===== src/rtl/led_ctrl_pkg.sv =====
// Shared definitions for the LED pattern controller.
//   mode_e          : pattern mode (SHIFT rotates a one-hot, FLASH blinks all LEDs)
//   SEL_R/G/B       : one-hot colour-bank select codes
//   DEF_LIM0..3     : default prescaler periods for the four speed settings
//   cnt_width()     : prescaler counter width needed for the largest period
package led_ctrl_pkg;

  typedef enum logic {
    MODE_SHIFT = 1'b0,
    MODE_FLASH = 1'b1
  } mode_e;

  localparam logic [2:0] SEL_R = 3'b100;
  localparam logic [2:0] SEL_G = 3'b010;
  localparam logic [2:0] SEL_B = 3'b001;

  localparam int DEF_LIM0 = 2**23;
  localparam int DEF_LIM1 = 2**24;
  localparam int DEF_LIM2 = 2**25;
  localparam int DEF_LIM3 = 2**26;

  // The counter only ever holds LIM-1, so $clog2(max LIM) bits suffice.
  function automatic int cnt_width(input int l0, input int l1, input int l2, input int l3);
    int m;
    m = l0;
    if (l1 > m) m = l1;
    if (l2 > m) m = l2;
    if (l3 > m) m = l3;
    return (m < 2) ? 1 : $clog2(m);
  endfunction

endpackage


===== src/rtl/btn_edge_sync.sv =====
// Two-flop synchronizer followed by a rising-edge detector, one bit per input.
//   clk_i   : clock
//   rst_ni  : synchronous active-low reset
//   async_i : raw asynchronous inputs
//   rise_o  : one-cycle pulse per rising edge of each synchronized input
// A level change on async_i shows up on rise_o after two clock edges, so a
// register fed by rise_o reflects it on the third edge. A held input yields a
// single pulse.
module btn_edge_sync #(
  parameter int WIDTH = 4
) (
  input  logic             clk_i,
  input  logic             rst_ni,
  input  logic [WIDTH-1:0] async_i,
  output logic [WIDTH-1:0] rise_o
);

  logic [WIDTH-1:0] sync1_q, sync2_q, sync3_q;

  // NOTE: the synchronizer stages are cleared on reset too, so a button held
  // through reset does not produce a spurious edge the moment reset releases
  // unless it is genuinely high afterwards.
  always_ff @(posedge clk_i) begin
    if (!rst_ni) begin
      sync1_q <= '0;
      sync2_q <= '0;
      sync3_q <= '0;
    end else begin
      // NOTE: non-blocking assignments make the three stages shift in
      // parallel; blocking ones would collapse the chain into a single flop.
      sync1_q <= async_i;
      sync2_q <= sync1_q;
      sync3_q <= sync2_q;
    end
  end

  assign rise_o = sync2_q & ~sync3_q;

endmodule


===== src/rtl/led_pattern_ctrl.sv =====
// LED pattern controller: generates a rotating one-hot or flashing pattern at
// a switch-selected rate and a one-hot colour-bank select driven by buttons.
//   i_clk       : clock
//   i_reset     : synchronous active-low reset
//   i_sw        : [0] run enable, [2:1] speed, [3] direction (0 left, 1 right)
//   i_btn       : raw buttons, [0] mode toggle, [1] red, [2] green, [3] blue
//   o_led       : current pattern
//   o_color_sel : one-hot colour select (100 R, 010 G, 001 B)
//   o_mode      : 0 SHIFT, 1 FLASH
//   o_tick      : one-cycle pulse following each pattern update
module led_pattern_ctrl
  import led_ctrl_pkg::*;
#(
  parameter int N_LEDS = 4,
  parameter int COLOR  = 3,
  parameter int N_SW   = 4,
  parameter int N_BTN  = 4,
  parameter int LIM0   = DEF_LIM0,
  parameter int LIM1   = DEF_LIM1,
  parameter int LIM2   = DEF_LIM2,
  parameter int LIM3   = DEF_LIM3
) (
  input  logic              i_clk,
  input  logic              i_reset,
  input  logic [N_SW-1:0]   i_sw,
  input  logic [N_BTN-1:0]  i_btn,
  output logic [N_LEDS-1:0] o_led,
  output logic [COLOR-1:0]  o_color_sel,
  output logic              o_mode,
  output logic              o_tick
);

  localparam int CW = cnt_width(LIM0, LIM1, LIM2, LIM3);
  localparam logic [N_LEDS-1:0] LED_INIT = {{(N_LEDS-1){1'b0}}, 1'b1};

  // Button edges.
  logic [N_BTN-1:0] btn_rise;

  btn_edge_sync #(.WIDTH(N_BTN)) u_btn_sync (
    .clk_i  (i_clk),
    .rst_ni (i_reset),
    .async_i(i_btn),
    .rise_o (btn_rise)
  );

  // Switches only need level synchronization; speed_q remembers the previous
  // synchronized speed so a change can restart the prescaler.
  logic [N_SW-1:0] sw_meta_q, sw_q;
  logic [1:0]      speed_q;

  logic            run_en, dir_right, speed_chg, mode_tgl;
  logic [1:0]      speed;
  logic [CW-1:0]   lim_m1;

  assign run_en    = sw_q[0];
  assign speed     = sw_q[2:1];
  assign dir_right = sw_q[3];
  assign speed_chg = (speed != speed_q);
  assign mode_tgl  = btn_rise[0];

  always_comb begin
    case (speed)
      2'd0:    lim_m1 = CW'(LIM0 - 1);
      2'd1:    lim_m1 = CW'(LIM1 - 1);
      2'd2:    lim_m1 = CW'(LIM2 - 1);
      default: lim_m1 = CW'(LIM3 - 1);
    endcase
  end

  // Pattern FSM and prescaler.
  mode_e             mode_q, mode_d;
  logic [N_LEDS-1:0] led_q, led_d;
  logic [CW-1:0]     cnt_q, cnt_d;
  logic [COLOR-1:0]  color_q, color_d;
  logic              tick_q, tick_d;

  always_comb begin
    // NOTE: every next-state signal gets its hold value first so no path
    // through the branches below leaves one unassigned (which infers a latch).
    mode_d  = mode_q;
    led_d   = led_q;
    cnt_d   = cnt_q;
    color_d = color_q;
    tick_d  = 1'b0;

    // Red beats green beats blue when edges coincide.
    if (btn_rise[1])      color_d = COLOR'(SEL_R);
    else if (btn_rise[2]) color_d = COLOR'(SEL_G);
    else if (btn_rise[3]) color_d = COLOR'(SEL_B);

    if (mode_tgl) begin
      // A mode toggle reloads the pattern and restarts the period; a tick
      // falling on the same edge is discarded.
      cnt_d = '0;
      case (mode_q)
        MODE_SHIFT: begin
          mode_d = MODE_FLASH;
          led_d  = '1;
        end
        default: begin
          mode_d = MODE_SHIFT;
          led_d  = LED_INIT;
        end
      endcase
    end else if (speed_chg) begin
      cnt_d = '0;
    end else if (run_en) begin
      if (cnt_q == lim_m1) begin
        cnt_d  = '0;
        tick_d = 1'b1;
        case (mode_q)
          MODE_SHIFT: led_d = dir_right ? {led_q[0], led_q[N_LEDS-1:1]}
                                        : {led_q[N_LEDS-2:0], led_q[N_LEDS-1]};
          default:    led_d = (led_q == '1) ? '0 : '1;
        endcase
      end else begin
        cnt_d = cnt_q + CW'(1);
      end
    end
  end

  always_ff @(posedge i_clk) begin
    if (!i_reset) begin
      sw_meta_q <= '0;
      sw_q      <= '0;
      speed_q   <= '0;
      mode_q    <= MODE_SHIFT;
      led_q     <= LED_INIT;
      cnt_q     <= '0;
      color_q   <= COLOR'(SEL_R);
      tick_q    <= 1'b0;
    end else begin
      sw_meta_q <= i_sw;
      sw_q      <= sw_meta_q;
      speed_q   <= speed;
      mode_q    <= mode_d;
      led_q     <= led_d;
      cnt_q     <= cnt_d;
      color_q   <= color_d;
      tick_q    <= tick_d;
    end
  end

  assign o_led       = led_q;
  assign o_color_sel = color_q;
  assign o_mode      = (mode_q == MODE_FLASH);
  assign o_tick      = tick_q;

endmodule


===== config.mk =====
export PLATFORM = sky130hd
export DESIGN_NAME = led_pattern_ctrl
export DESIGN_NICKNAME = d
export VERILOG_FILES = /design/src/rtl/led_ctrl_pkg.sv /design/src/rtl/btn_edge_sync.sv /design/src/rtl/led_pattern_ctrl.sv
export SDC_FILE = /design/constraint.sdc
export NUM_CORES = 1
export LEC_CHECK = 0
export CORE_MARGIN = 10
export CORE_UTILIZATION = 55
export CTS_CLUSTER_SIZE = 16
export DETAILED_ROUTE_END_ITERATION = 8
export PLACE_DENSITY = 0.76
export SLEW_MARGIN = 20
export SYNTH_ARGS = -nofsm -noshare
export SYNTH_HDL_FRONTEND = slang
export SYNTH_HIERARCHICAL = 1
export SYNTH_SLANG_ARGS = --single-unit

===== constraint.sdc =====
create_clock -name i_clk -period 3.2 [get_ports i_clk]
set_clock_uncertainty 0.2 [all_clocks]
set_input_delay 0.48 -clock i_clk [delete_from_list [all_inputs] [get_ports i_clk]]
set_output_delay 0.48 -clock i_clk [all_outputs]
set_load 0.01 [all_outputs]

Word-level counts from Yosys, hierarchy flattened:

Cells that the tools add are included.

* logic and storage cells: 46
* input port bits: 10
* register bits: 57
* output and inout bits: 9

* multiplexer cells: 14
* $add $sub $neg: 1
* bitwise operators: 4
* equal/unequal tests: 6
* reduce and logical (&&, ||, !) cells: 9

Operators with widths (number)
* $pmux 26 s3: 1
* $mux 4: 8
* $add 26x1->26 const B: 1
* $eq 26x26->1: 1
* $mux 26: 1
* $mux 3: 2
* $reduce_bool 2->1: 3
* $reduce_or 3->1: 2
* $and 4x4->4: 1
* $eq 4x4->1 const B: 1
* $not 4->4: 1
* $reduce_or 4->1: 1
* $reduce_and 3->1: 1
* $eq 2x1->1 const B: 1
* $eq 2x2->1 const B: 1
* $logic_not 2->1: 1
* $mux 1: 2
* $ne 2x2->1: 1
* $ne 2x2->1 const B: 1
* $not 1->1: 2
* $reduce_or 2->1: 1

Longest topological paths before layout:

Gate-level depths: netlist (run 1).

* depth after elaboration: 7
* gate-level depth with buffers: 8
* gate-level depth less buffers: 6

Cells and area by module:

The synthesis (run 1) kept the hierarchy.

Modules (own cells, without submodules)
* led_pattern_ctrl: cells each 214, instances 1, sequential area each 900.9 um^2, area each 1923.1 um^2
* btn_edge_sync: cells each 29, instances 1, sequential area each 240.2 um^2, area each 361.6 um^2

Worst setup path after synthesis (run 1):

No wires, ideal clock.

* path type: register to register
* start point: reg cnt_q[0]
* end point: reg cnt_q[11]
* data required time: 2.885 ns
* library setup time: 0.115 ns
* path buffers: 2
* slack: 0.995 ns
* period minus slack after synthesis: 2.205 ns
* stages on the path, launching flop included: 9
* arrival: 1.890 ns
* path through: dfxtp_1 -> ha_1 -> nand4_2 -> or4_1 -> buf_2 -> a211o_1 -> nand3_4 -> buf_6 -> nor2_1

* cells in the longest elaborated chain, start to end: 2
* elaborated cells between the ends (all ways): 3
* classes of those cells: add/sub: 1; eq/ne: 1; mux: 1

RTL lines
* start: declaration: RTL line led_pattern_ctrl.sv:73 `logic [CW-1:0] cnt_q, cnt_d;`
* start signal: assignment: RTL line led_pattern_ctrl.sv:138 `cnt_q <= cnt_d;`
* $add 26x1->26 / $eq 26x26->1 (equally long branches): RTL line led_pattern_ctrl.sv:117, led_pattern_ctrl.sv:108
* $mux 26 (*): RTL line led_pattern_ctrl.sv:108 `if (cnt_q == lim_m1) begin`

Mark *: on every way between the ends. The rest lies on a longest branch, timed or not.
A chain may end at the register's enable or synchronous reset.

Worst setup path after layout (run 1):

* start point: reg cnt_q[0]
* end point: reg cnt_q[23]

Same word-level chain as after synthesis.

==> impl_metrics.ini, run 1 <==
[finish]
final_nets = 275
layout-drive-gt1-share_pct = 11.52
nFillCells = 313
syn2layout_area_growth_pct = 19.06
antenna_cells = 0
fin_area_um2 = 2720

[critical_path]
critPathKind = reg2reg
cp-start-kind = register
worstPathRequired_ns = 3.21
r2r_cells = 6
crit_arrival_ns = 2.49
cp_max_fo = 26
end_kind = register

[synth]
synth.distinct_cells = 35
syn_area_um2 = 2285
ys_ff_latch = 57
yosys.area.top_type_share_pct = 49.95
yosys.area.top_type = dfxtp_1
syn_nets = 254
syn_inst = 243
synth_sequential_area_ratio_pct = 49.95
synthTopCellsByArea = dfxtp_1 (50%), xnor2_1 (9.6%), nor2_1 (7.6%)
synth_area_per_cell_um2 = 9.402
synth_warnings = 6

[timing]
rsz0062_at_grt = false
fmax_mhz = 403.5
finalSetupViolCount = 0
final.setup.tns_ns = 0
period_minus_slack_ns = 2.478
drv_slew = 0
finalCritPeriodShare_pct = 77.44
worstMarginPinSlew_ns = 0.4324
slew_headroom_pct = 71.11
finalHoldViolCount = 0

[cts]
cts_made_buffers = 9
htreeDepth = 3
tritoncts = built
post-cts-setup-buffer-count = 0
clock_sinks = 57
worstSkewPairLatency_ns = 0.34
cts-resized-gates = 0
cts_hold_buffers = 0
cts_root_buf = clkbuf_8
cts.clk_slew.worst_paths_ns = 0.07
cts_buffer_depth = 2

[floorplan]
io_pins = 19
chipHeight_um = 84.45
dieArea_um2 = 7132
die_x_um = 84.45
rows = 23
core-area_um2 = 4000
start_util_pct = 57.12

[placement]
port_buffers = 18
place_congestion = 0.7481
placed_area_um2 = 2477
dp_hpwl_mm = 2.560

[detailed_routing]
drt_wl_total_mm = 3.917
ant_nets = 0
dr_total_vias = 1597
drt_iter0_markers = 86
viasPerCell = 5.006
dr.pass1.iters = 4
drc = 0
wl_per_cell_um = 12.28

[hold_path]
hold_path.class = reg2reg
worstHoldPathCells = 1

[global_route]
grt_pass1_vias = 1564
grt_pass1_wl_mm = 6.858
grt_use_total_pct = 11.71
antenna_found_initial = 0
grt_max_degree = 29
grt.overflow.total = 0

[power_and_ir_drop]
leakagePower_nw = 0.9364
peakVddDrop_mv = 0.3458
p_per_area_nw_per_um2 = 597.3

[run_status]
status = complete, no violations

[run]
maxCapViolCount = 0
logic make-up (layout without fill, tap and decap cells):
family | count (synthesis) | after routing | share of synthesized area (%)
buf+inv | 17 | 43 | 3.833
fa+ha+maj | 1 | 1 | 0.5476
xor+xnor | 29 | 29 | 11.12
flops | 57 | 57 | 49.95
mux | 5 | 5 | 2.191
simple gates | 120 | 120 | 27.71
compound gates | 14 | 14 | 4.655
layout make-up:
class	count	area [um^2]	area share [%]
clock inverter	7	118.9	4.370
timing repair buffer	19	187.7	6.900
inverter	8	30.03	1.104
sequential	57	1141	41.95
tap	50	62.56	2.300
multi-input combinational	169	1056	38.82
clock buffer	9	123.9	4.554
cells in the final DEF (no fill, tap or decap), types with 3 or more instances in the layout:
| cell type | count |
|---|---|
| bufinv_16 | 3 |
| inv_1 | 8 |
| a2bb2oi_1 | 3 |
| xor2_1 | 4 |
| and2_2 | 8 |
| dfxtp_1 | 57 |
| nor3_1 | 7 |
| nand2_1 | 9 |
| xnor2_1 | 25 |
| and2_1 | 15 |
| mux2i_1 | 5 |
| nor2_1 | 46 |
| clkbuf_8 | 9 |
| nand4_1 | 7 |
| nand3_1 | 9 |
| o21ai_0 | 6 |
| nor4_1 | 3 |
| clkdlybuf4s50_1 | 18 |
| nor2b_1 | 4 |
metrics by stage:
| stage | cells | power, mW | setup slack (ns) | utilization [%] | hold slack (ns) |
|---|---|---|---|---|---|
| after floorplan | 243 | 0.8007 | 0.9952 | - | 0.2119 |
| after global placement | 303 | 0.8248 | 0.8116 | 61.93 | 0.2139 |
| after detailed placement | 303 | 0.8269 | 0.7356 | 61.93 | 0.2169 |
| after CTS | 319 | 1.637 | 0.7088 | 68.00 | 0.2326 |
| after global routing | 319 | 1.679 | 0.5747 | 68.00 | 0.2452 |
| final | 319 | 1.625 | 0.7218 | 68.00 | 0.2337 |
worst max-delay path: stages (launching register included):
cell and delay [ns]:
dfxtp_1 0.38, ha_1 0.21, nand4_2 0.15, or4_1 0.69, a211o_1 0.39, nand3_4 0.23, nor2_1 0.09
cells in the mapped netlist:
| cell | count |
|---|---|
| nor3_1 | 7 |
| and2_0 | 1 |
| a2bb2oi_1 | 3 |
| xnor2_1 | 25 |
| a32oi_1 | 1 |
| nor4_1 | 3 |
| a21oi_1 | 1 |
| mux2i_1 | 5 |
| nor4_2 | 1 |
| and3_1 | 1 |
| xor2_1 | 4 |
| nand4_2 | 1 |
| a21o_1 | 1 |
| and2_2 | 8 |
| nand4_1 | 7 |
| nor2_1 | 46 |
| or2_2 | 2 |
| clkbuf_1 | 5 |
| o21ai_0 | 6 |
| and2_1 | 15 |
| and4_1 | 2 |
| nand3_4 | 1 |
| dfxtp_1 | 57 |
| nand2b_1 | 1 |
| inv_1 | 8 |
| buf_6 | 3 |
| a211o_1 | 1 |
| or4_1 | 1 |
| a211oi_4 | 1 |
| buf_2 | 1 |
| ha_1 | 1 |
| nor2b_1 | 4 |
| or3_1 | 1 |
| nand2_1 | 9 |
| nand3_1 | 9 |
sequential cells by signal, summed over array words and instances, names as in the netlist:
signal	cells
o_mode	1
o_color_sel	3
u_btn_sync/sync2_q	4
sw_q	4
o_led	4
sw_meta_q	4
cnt_q	26
u_btn_sync/sync3_q	4
u_btn_sync/sync1_q	4
o_tick	1
speed_q	2
metal layers:
metal,routed length [um],track usage (%),part of all wire (%)
met3,159,4.734,4.1
met2,1791,18.05,46
met4,95,7.036,2.4
met1,1870,13.31,48
met5,0,0,0
final timing paths:
| path | endpoint | startpoint | slack [ns] |
|---|---|---|---|
| setup / recovery | cnt_q[23]$_SDFFE_PP0P_ | cnt_q[0]$_SDFFE_PP0P_ | 0.72 |
| hold / removal | u_btn_sync/sync2_q[2]$_SDFF_PN0_ | u_btn_sync/sync1_q[2]$_SDFF_PN0_ | 0.23 |
| setup reg to reg | cnt_q[23]$_SDFFE_PP0P_ | cnt_q[0]$_SDFFE_PP0P_ | 0.72 |
| hold reg to reg | u_btn_sync/sync2_q[2]$_SDFF_PN0_ | u_btn_sync/sync1_q[2]$_SDFF_PN0_ | 0.23 |
power breakdown:
part / total, mW / switching [mW] / internal (mW)
Sequential: 0.738 / 0.0112 / 0.726
Clock: 0.815 / 0.298 / 0.516
Combinational: 0.0726 / 0.0339 / 0.0387
Total: 1.62 / 0.343 / 1.28
No activity file was read; power rests on OpenSTA's default activity.
==> run 2: changes to the inputs <==
--- a/config.mk
+++ b/config.mk
@@ -6,10 +6,10 @@
 export NUM_CORES = 1
 export LEC_CHECK = 0
 export CORE_MARGIN = 10
-export CORE_UTILIZATION = 55
+export CORE_UTILIZATION = 51
 export CTS_CLUSTER_SIZE = 16
 export DETAILED_ROUTE_END_ITERATION = 8
-export PLACE_DENSITY = 0.76
+export PLACE_DENSITY = 0.74
 export SLEW_MARGIN = 20
 export SYNTH_ARGS = -nofsm -noshare
 export SYNTH_HDL_FRONTEND = slang
==> constraint.sdc (replaced) <==
create_clock -name i_clk -period 2.05 [get_ports i_clk]
set_clock_uncertainty 0.2 [all_clocks]
set_input_delay 0.3075 -clock i_clk [delete_from_list [all_inputs] [get_ports i_clk]]
set_output_delay 0.3075 -clock i_clk [all_outputs]
set_load 0.01 [all_outputs]
==> run 2 against run 1 <==
The run now ends with setup timing left. Critical path depth grew 1. Fmax grew 19%. Sequential share of layout area shrank 3.2 points. Power grew 42%. Setup slack lost 0.75 ns. Largest power group is now sequential cells.
==> impl_metrics.ini, run 2 (synthesized netlist as in run 1, its figures left out) <==
[run_status]
violations = setup timing
status = finished, violations left

[detailed_routing]
ant_nets = 0
viasPerCell = 4.942
drt_wl_total_mm = 4.141
drt_iter0_markers = 86
dr.pass1.iters = 4
wl_per_cell_um = 12.00
drc = 0
dr_total_vias = 1705

[finish]
fin_area_um2 = 2950
final_nets = 299
final_cell_mix = dfxtp_1 (55), nor2_1 (46), xnor2_1 (25), buf_4 (24), clkdlybuf4s50_1 (18)
layout_commonest_cell = dfxtp_1
syn2layout_area_growth_pct = 29.13
antenna_cells = 0
utilization_pct = 67.76
largest_reg_flops = 26
layout-drive-gt1-share_pct = 22.53
final_cells = 345
top_register = cnt_q

[timing]
drv_slew = 0
finalSetupViolCount = 7
fmax_mhz = 480.1
rsz0062_at_grt = true
finalCritPeriodShare_pct = 101.6
finalHoldViolCount = 0
worstMarginPinSlew_ns = 0.5940
period_minus_slack_ns = 2.083
final.setup.tns_ns = -0.07683
setup_ws_ns = -0.03281
slew_headroom_pct = 60.25
hold_slack_ns = 0.2360

[floorplan]
die_x_um = 86.93
core-area_um2 = 4354
chipHeight_um = 86.93
start_util_pct = 52.47
rows = 24
io_pins = 19
dieArea_um2 = 7557

[cts]
cts_hold_buffers = 0
cts_root_buf = clkbuf_8
cts.clk_slew.worst_paths_ns = 0.06
worstSkewPairLatency_ns = 0.33
cts_buffer_depth = 2
cts_made_buffers = 9
htreeDepth = 3
tritoncts = built
clock_sinks = 57

[placement]
post-place-cells = 326
placed_area_um2 = 2669
place_congestion = 0.8056
dp_hpwl_mm = 2.726
place_ws_ns = -0.2051
port_buffers = 18

[global_route]
grt_max_degree = 28
grt.overflow.total = 0
antenna_found_initial = 0
grt_pass1_wl_mm = 7.031
grt_use_total_pct = 11.78
grt_pass1_vias = 1622

[critical_path]
r2r_cells = 7
cp-start-kind = register
worstPathRequired_ns = 2.10
critPathKind = reg2reg
cp_max_fo = 6
crit_arrival_ns = 2.13
end_kind = register

[run]
maxCapViolCount = 0

[power_and_ir_drop]
p_per_area_nw_per_um2 = 780.0
peakVddDrop_mv = 0.4805
leakagePower_nw = 1.041
power_mw = 2.301

[hold_path]
hold_path.class = reg2reg
worstHoldPathCells = 1
-- run 2: where the power goes --
| part | leakage [nW] | internal (mW) | total (mW) | switching, mW |
|---|---|---|---|---|
| Clock | 0.0953 | 0.590 | 1.02 | 0.430 |
| Combinational | 0.480 | 0.0669 | 0.130 | 0.0632 |
| Sequential | 0.465 | 1.13 | 1.15 | 0.0171 |
| Total | 1.04 | 1.79 | 2.30 | 0.511 |
-- run 2: per-layer routing --
| metal | up-vias | GRT usage (%) | part of all wire, % |
|---|---|---|---|
| met2 | 27 | 17.52 | 47 |
| met1 | 785 | 13.89 | 47 |
| met3 | 2 | 4.963 | 4.7 |
| met4 | 0 | 6.627 | 0.72 |
| met5 | - | 0 | 0 |
| li1 | 891 | - | - |
-- run 2: layout make-up --
class	instances	area, um^2
fill	335	1404
multi-input combinational	170	1155
sequential	57	1144
timing repair buffer	42	360.3
clock buffer	11	141.4
tap	52	65.06
clock inverter	5	55.05
inverter	8	30.03
-- run 2: worst max-delay path, stage by stage, from the launching register on --
cell       delay [ns]
dfxtp_2          0.35
ha_4             0.15
nand4_4          0.06
or4_4            0.56
a211oi_4         0.28
buf_4            0.17
nand3_4          0.08
a2bb2oi_1        0.15
-- run 2: final timing paths --
path                                    start                                to  slack [ns]
min          u_btn_sync/sync1_q[2]$_SDFF_PN0_  u_btn_sync/sync2_q[2]$_SDFF_PN0_        0.24
min reg2reg  u_btn_sync/sync1_q[2]$_SDFF_PN0_  u_btn_sync/sync2_q[2]$_SDFF_PN0_        0.24
max reg2reg             cnt_q[0]$_SDFFE_PP0P_             o_led[3]$_SDFFE_PN0P_       -0.03
max                     cnt_q[0]$_SDFFE_PP0P_             o_led[3]$_SDFFE_PN0P_       -0.03
-- run 2: repair_timing --
item | 4_1_cts | 5_1_grt
endpoints found under the setup margin | 30 | 30
buffers inserted | 0 | 2
gates resized for setup | 6 | 5
pin swaps | 6 | 3
cloned | 1 | 0
